===== src/rtl/multi_timer_pkg.sv =====
// multi_timer_pkg: register map, channel offsets, CFG bit indices and byte-mask helper.
package multi_timer_pkg;
  localparam logic [7:0] IRQ_STATUS = 8'h00;
  localparam logic [7:0] IRQ_ENABLE = 8'h01;
  localparam logic [7:0] INFO       = 8'h02;
  localparam logic [7:0] CH_BASE    = 8'h04;
  localparam logic [7:0] CH_STRIDE  = 8'h04;
  localparam logic [1:0] CFG   = 2'd0;
  localparam logic [1:0] PRESC = 2'd1;
  localparam logic [1:0] CNT   = 2'd2;
  localparam logic [1:0] CMP   = 2'd3;
  localparam int EN      = 0;
  localparam int ONESHOT = 1;
  localparam int PWM_INV = 2;
  function automatic logic [31:0] byte_mask(input logic [3:0] we);
    return {{8{we[3]}}, {8{we[2]}}, {8{we[1]}}, {8{we[0]}}};
  endfunction
endpackage


===== src/rtl/multi_timer_ch.sv =====
// multi_timer_ch: one timer channel (prescaler, counter, compare, CFG); PWM output when MULTI_TIMER_PWM_EN is defined.
module multi_timer_ch #(
  parameter int WIDTH = 32
) (
  input  logic             clk,
  input  logic             reset,
  input  logic [3:0]       wr,
  input  logic [31:0]      di,
  input  logic [31:0]      wmask,
  output logic [2:0]       cfg,
  output logic [WIDTH-1:0] presc,
  output logic [WIDTH-1:0] cnt,
  output logic [WIDTH-1:0] cmp,
  output logic             match
`ifdef MULTI_TIMER_PWM_EN
  ,
  output logic             pwm
`endif
);
  import multi_timer_pkg::*;
`ifdef MULTI_TIMER_PWM_EN
  localparam logic [2:0] CFG_MASK = 3'b111;
`else
  localparam logic [2:0] CFG_MASK = 3'b011;
`endif
  logic [WIDTH-1:0] pcnt, m, d;
  logic tick;
  assign m = wmask[WIDTH-1:0];
  assign d = di[WIDTH-1:0];
  assign tick = cfg[EN] && pcnt == presc;
  assign match = tick && cnt == cmp;
  always_ff @(posedge clk) begin
    if (reset) begin
      cfg   <= '0;
      presc <= '0;
      pcnt  <= '0;
      cnt   <= '0;
      cmp   <= '0;
    end else begin
      pcnt <= (!cfg[EN] || wr[PRESC] || tick) ? '0 : pcnt + 1'b1;
      if (wr[CFG]) cfg <= ((cfg & ~wmask[2:0]) | (di[2:0] & wmask[2:0])) & CFG_MASK;
      else if (match && cfg[ONESHOT]) cfg[EN] <= 1'b0;
      if (wr[PRESC]) presc <= (presc & ~m) | (d & m);
      // a bus write to CNT takes priority over the tick update
      if (wr[CNT]) cnt <= (cnt & ~m) | (d & m);
      else if (tick) cnt <= match ? '0 : cnt + 1'b1;
      if (wr[CMP]) cmp <= (cmp & ~m) | (d & m);
    end
  end
`ifdef MULTI_TIMER_PWM_EN
  always_ff @(posedge clk) begin
    if (reset) pwm <= 1'b0;
    else pwm <= (cfg[EN] && cnt < cmp) ^ cfg[PWM_INV];
  end
`endif
endmodule


===== src/rtl/multi_timer.sv =====
// multi_timer: NUM_CH-channel timer on the PicoSoC register bus; define MULTI_TIMER_PWM_EN for pwm_o outputs.
module multi_timer #(
  parameter int NUM_CH = 4,
  parameter int WIDTH  = 32
) (
  input  logic        clk,
  input  logic        reset,
  input  logic [3:0]  reg_we,
  input  logic [3:0]  reg_re,
  input  logic [7:0]  reg_addr,
  input  logic [31:0] reg_di,
  output logic [31:0] reg_do,
  output logic        ready,
  output logic        irq
`ifdef MULTI_TIMER_PWM_EN
  ,
  output logic [NUM_CH-1:0] pwm_o
`endif
);
  import multi_timer_pkg::*;
  logic req, wr, ch_hit;
  logic [31:0] wmask, rdata;
  logic [7:0] ch_off;
  logic [3:0] ch_idx;
  logic [NUM_CH-1:0] irq_status, irq_enable, match, clr;
  logic [31:0] ch_rd [16];
  assign req = (|reg_we) || (|reg_re);
  assign wr = (|reg_we) && !ready;
  assign wmask = byte_mask(reg_we);
  assign ch_off = reg_addr - CH_BASE;
  assign ch_idx = ch_off[5:2];
  assign ch_hit = reg_addr >= CH_BASE && ch_off < 8'(NUM_CH) * CH_STRIDE;
  assign clr = (wr && reg_addr == IRQ_STATUS) ? reg_di[NUM_CH-1:0] & wmask[NUM_CH-1:0] : '0;
  for (genvar n = 0; n < 16; n++) begin : g_ch
    if (n < NUM_CH) begin : g_on
      logic [2:0] cfg;
      logic [WIDTH-1:0] presc, cnt, cmp;
      logic [3:0] wr_ch;
      assign wr_ch = (wr && ch_hit && ch_idx == 4'(n)) ? 4'b1 << ch_off[1:0] : 4'b0;
      multi_timer_ch #(.WIDTH(WIDTH)) u_ch (
        .clk   (clk),
        .reset (reset),
        .wr    (wr_ch),
        .di    (reg_di),
        .wmask (wmask),
        .cfg   (cfg),
        .presc (presc),
        .cnt   (cnt),
        .cmp   (cmp),
        .match (match[n])
`ifdef MULTI_TIMER_PWM_EN
        ,
        .pwm   (pwm_o[n])
`endif
      );
      assign ch_rd[n] = ch_off[1:0] == CFG ? 32'(cfg) : ch_off[1:0] == PRESC ? 32'(presc) :
                        ch_off[1:0] == CNT ? 32'(cnt) : 32'(cmp);
    end else begin : g_off
      assign ch_rd[n] = '0;
    end
  end
  assign rdata = reg_addr == IRQ_STATUS ? 32'(irq_status) :
                 reg_addr == IRQ_ENABLE ? 32'(irq_enable) :
                 reg_addr == INFO ? {16'h0, 8'(WIDTH), 8'(NUM_CH)} :
                 ch_hit ? ch_rd[ch_idx] : '0;
  always_ff @(posedge clk) begin
    if (reset) begin
      ready      <= 1'b0;
      reg_do     <= '0;
      irq        <= 1'b0;
      irq_status <= '0;
      irq_enable <= '0;
    end else begin
      ready  <= req && !ready;
      reg_do <= (req && !ready) ? rdata : '0;
      irq    <= |(irq_status & irq_enable);
      // hardware match set wins over a simultaneous write-1-to-clear
      irq_status <= (irq_status & ~clr) | match;
      if (wr && reg_addr == IRQ_ENABLE)
        irq_enable <= (irq_enable & ~wmask[NUM_CH-1:0]) | (reg_di[NUM_CH-1:0] & wmask[NUM_CH-1:0]);
    end
  end
endmodule


===== config.mk =====
export PLATFORM = sky130hd
export DESIGN_NAME = multi_timer
export DESIGN_NICKNAME = d
export VERILOG_FILES = /design/src/rtl/multi_timer_pkg.sv /design/src/rtl/multi_timer_ch.sv /design/src/rtl/multi_timer.sv
export SDC_FILE = /design/constraint.sdc
export NUM_CORES = 2
export LEC_CHECK = 0
export ABC_AREA = 0
export CAP_MARGIN = 20
export CORE_UTILIZATION = 40
export DETAILED_ROUTE_END_ITERATION = 10
export DONT_BUFFER_PORTS = 1
export HOLD_SLACK_MARGIN = 0.03
export PLACE_DENSITY = 0.51
export SLEW_MARGIN = 40
export SYNTH_ARGS = -nofsm -noshare
export SYNTH_HDL_FRONTEND = slang
export SYNTH_SLANG_ARGS = --single-unit

===== constraint.sdc =====
create_clock -name clk -period 8.1 [get_ports clk]
set_input_delay 0.405 -clock clk [delete_from_list [all_inputs] [get_ports clk]]
set_output_delay 0.405 -clock clk [all_outputs]
set_load 0.03 [all_outputs]

# After elaboration in Yosys (flattened, before gate mapping)
# Cells that the tools add are included.
[totals] word_cells=207 input_bits=50 regBits=562
[op_classes] add_sub_neg=9 eq_ne=15 n_mux=44 order_cmp=3 bitwise_logic=47 reduce_logical=57 shift=1
[op_table] operator="$mux W32" n=26
[op_table] operator="$and A32 B32 Y32" n=13
[op_table] operator="$or A32 B32 Y32" n=12
[op_table] operator="$add A32 B1 Y32 const B" n=8
[op_table] operator="$eq A32 B32 Y1" n=8
[op_table] operator="$bmux W32 S4" n=1
[op_table] operator="$not A32 Y32" n=1
[op_table] operator="$mux W14" n=2
[op_table] operator="$mux W4" n=7
[op_table] operator="$logic_and A1 B1 Y1" n=22
[op_table] operator="$and A4 B4 Y4" n=4
[op_table] operator="$reduce_bool A2 Y1" n=8
[op_table] operator="$reduce_or A4 Y1" n=4
[op_table] operator="$and A2 B2 Y2" n=5
[op_table] operator="$reduce_or A2 Y1" n=5
[op_table] operator="$logic_or A1 B1 Y1" n=9
[op_table] operator="$eq A4 B2 Y1 const B" n=2
[op_table] operator="$eq A8 B1 Y1 const B" n=1
[op_table] operator="$eq A8 B2 Y1 const B" n=1
[op_table] operator="$ge A8 B3 Y1 const B" n=1
[op_table] operator="$logic_not A8 Y1" n=1
[op_table] operator="$lt A8 B5 Y1 const B" n=1
[op_table] operator="$mux W1" n=8
[op_table] operator="$not A4 Y4" n=2
[op_table] operator="15 further kinds" n=24

# Depth between registers and ports, before layout
[logic_depth] depth_word=12 ltp_mapped=14

# Hierarchy
# A second synthesis with hierarchy kept.
[unflattened] hier_cells=4150 area_unflattened_um2=33151.8
[modules_own_cells] mod="multi_timer_ch at g_ch[2].g_on.u_ch ..." area_each_um2=7165.6 instances=2 seq_area_each_um2=2602.5 cells_per_inst=949
[modules_own_cells] mod="multi_timer_ch at g_ch[0].g_on.u_ch ..." area_each_um2=7054.3 instances=2 seq_area_each_um2=2602.5 cells_per_inst=925
[modules_own_cells] mod="multi_timer" area_each_um2=4712.0 instances=1 seq_area_each_um2=840.8 cells_per_inst=402

# Worst setup path before layout
# Ideal clock, no wire load.
[synth_timing] path_type="input to register" startpoint="input reg_addr[2]" endpoint="register with a tool-made name" n_path_buf=4 setup_ns=0.130 cell_stages=11 slack_ns=4.883 arrival_ns=3.087 t_required_ns=7.970 cell_sequence="buf_2 > inv_1 > buf_1 > ha_1 > buf_1 > nand3_1 > o2111ai_1 > a21boi_2 > or2_2 > clkbuf_1 > o32ai_1"
[synth_lines] item="start, declared" line_no="multi_timer.sv:10" source="input logic [7:0] reg_addr,"

==> metrics <==
Seq/Total Area, Yosys 0.359; initial antenna violation count 24; Peak VDD IR around 140 uV; cts hold-fix bufs 54; Die Wd between 200 and 300 um; worst hold margin between 50 and 60 ps; Starting Density 0.405; DRT Pass-1 Iters 6; Worst Hold Class input port to register; min cycle time layout approximately 3800 ps; Fill cells roughly 7500; Worst-Margin Slew around 990 ps; Ys Warns 0; IO Pins 84; r2r setup slk 4320 ps; Worst setup EP type register; clock latency on the worst-skew pair between 600 and 700 ps; Final Cycle Share 0.466; total CTS buffers 70; largest net degree at the start of global routing approximately 350; Clock transition at path regs ~60 ps; placer congestion estimate between 0.9 and 1; final hold vios 0; Rows roughly 100; Post-synth EDFFs 0; fin area approximately 35000 sq um; Max FO, Critical Path 9; top_reg_cell synth dfxtp_1; fin nets about 3600; Total Routing Usage GR 0.356; WL per Instance roughly 31 um; critical path required time 8650 ps; Setup violations, final 0; die footprint ~80000 sq um; number of synthesized register bits around 560; Slew HR 0.338; maximum clock path buffer count 3; CTS Root Cell clkbuf_16; Setup CP Type register to register; via count 30000; clock sinks ~560; Slew Limit Fails 0; Setup Buffers After CTS 0; Mapped Area 31400 sq um; PostCTS Resize Cnt 0; Design Power 6.43 mW; Area Growth Syn to Fin 11.6%; skew final about 26 ps; footprint of the multi-input gates 18800 sq um; drt total wl 143 mm; Syn Area/Cell around 8.5 sq um; DR iter-0 viols roughly 4200; Worst EP arrival ~4300 ps; first-pass GRT wire length 204 mm; H-tree depth 3; Post-Syn Nets roughly 3700; via density per instance around 6.4; Post-DP HPWL approximately 97 mm; setup TNS 0 ps; core outline area roughly 77000 sq um; synthesized instance count around 3700; CTS tree yes; IO buf count 0; MaxCap Viol Count 0; Max Fclk between 200 and 300 MHz; cell area power density approximately 180 nW/um^2; Post-DRT Antenna Nets 0; Residual DRC 0; placed inst area 31900 sq um; Place WS 4170 ps; RSZ-0062 raised after global routing no; Die H 282 um; register area 11300 sq um; GR Overflow Total 0; status completed; Yosys cell types between 90 and 100; Pleak 13.4 nW; Worst setup SP type register; layout cells sized above 1 0.0943; final worst-path setup slack ~4300 ps; number of global-route vias before repair around 28000; Synth async-reset ratio 0
## synth_stat cells, types with 16 or more instances
cell	instances	area, sq um
a32o_1	19	190
nand2_1	327	1230
a32oi_1	18	158
o21ai_0	41	205
nor3_1	62	310
mux2i_1	164	1640
and4_1	20	175
inv_1	83	312
a22oi_1	16	120
and3_1	44	275
o32ai_1	54	473
xnor2_1	111	972
nor2_1	447	1680
nand3_1	273	1370
buf_2	48	240
a31oi_1	24	150
clkbuf_1	201	754
a211oi_1	42	315
a21oi_1	241	1210
and2_1	23	144
dfxtp_1	562	11300
nor4_1	81	507
nor2b_1	26	163
xor2_1	282	2470
nand4_1	90	563
buf_1	18	67.6
mux4_2	90	2030
## layout by cell type (no fill, tap or decap), drive strengths merged, types with 18 or more instances in the layout
cell type,Yosys,layout
nand3,289,289
and2,23,23
xnor2,112,112
and4,20,20
nor2b,26,26
diode,0,24
dlygate4sd3,0,29
xor2,282,282
buf,69,59
mux4,90,90
dfxtp,562,562
a32o,19,19
o21ai,44,44
nor4,88,88
a32oi,18,18
a21oi,245,245
inv,83,85
o32ai,54,54
a211oi,42,42
nand4,90,90
nor3,63,63
nor2,449,449
a31oi,24,24
clkbuf,202,112
and3,44,44
mux2i,165,165
nand2,327,327
## final timing paths
path / from / to / cells after the start
max: ready / register / 8
min: reg_we[3] / register / 2
max reg2reg: ready / register / 8
min reg2reg: register / register / 2
## routing by layer
layer / wire length (um) / share of wire / GRT usage
met2: 57900 / 0.40 / 0.500
met5: 64 / 0.00045 / 0
met3: 17700 / 0.12 / 0.0996
met1: 58800 / 0.41 / 0.487
met4: 8870 / 0.062 / 0.199
## power breakdown
part / switching (mW) / internal [mW] / leakage (nW)
sequential: 0.0166 / 2.77 / 4.52
combinational: 0.257 / 0.0928 / 7.71
clock: 1.32 / 1.98 / 1.18
## worst max-delay path, stage by stage (launching register included)
cell	delay [ps]
dfxtp_1	500
nor2_1	640
buf_4	290
nand3_1	150
o2111ai_2	540
a21boi_1	650
a22oi_1	190
a21oi_1	180
dlygate4sd3_1	550
## through the flow
step,std cells,utilization
after floorplan,3671,-
after detailed placement,4472,0.412
after global placement,4471,0.411
final,4680,0.452
after CTS,4653,0.451
after global routing,4668,0.451
## layout make-up
| cell class | instances | share of cell area |
|---|---|---|
| multi-input cells | 2754 | 0.538 |
| clock buffers | 111 | 0.0634 |
| inverters | 84 | 0.00901 |
| repair buffers | 89 | 0.0240 |
| well taps | 1040 | 0.0372 |
| diodes | 24 | 0.00172 |
| flip-flops and latches | 562 | 0.321 |
| clock inverters | 16 | 0.00522 |
## logic make-up (layout without fill, tap and decap cells)
family / after synthesis / count (layout) / share of synthesized area
adder cells (fa/ha/maj): 14 / 14 / 0.00550
other: 0 / 24 / 0
AO/OA/AOI/OAI: 593 / 593 / 0.128
AND/OR/NAND/NOR: 1495 / 1495 / 0.234
flip-flops: 562 / 562 / 0.359
XOR/XNOR: 394 / 394 / 0.110
buffers and inverters: 355 / 300 / 0.0449
multiplexers: 258 / 258 / 0.118
Power figures use the tool's default switching activity.
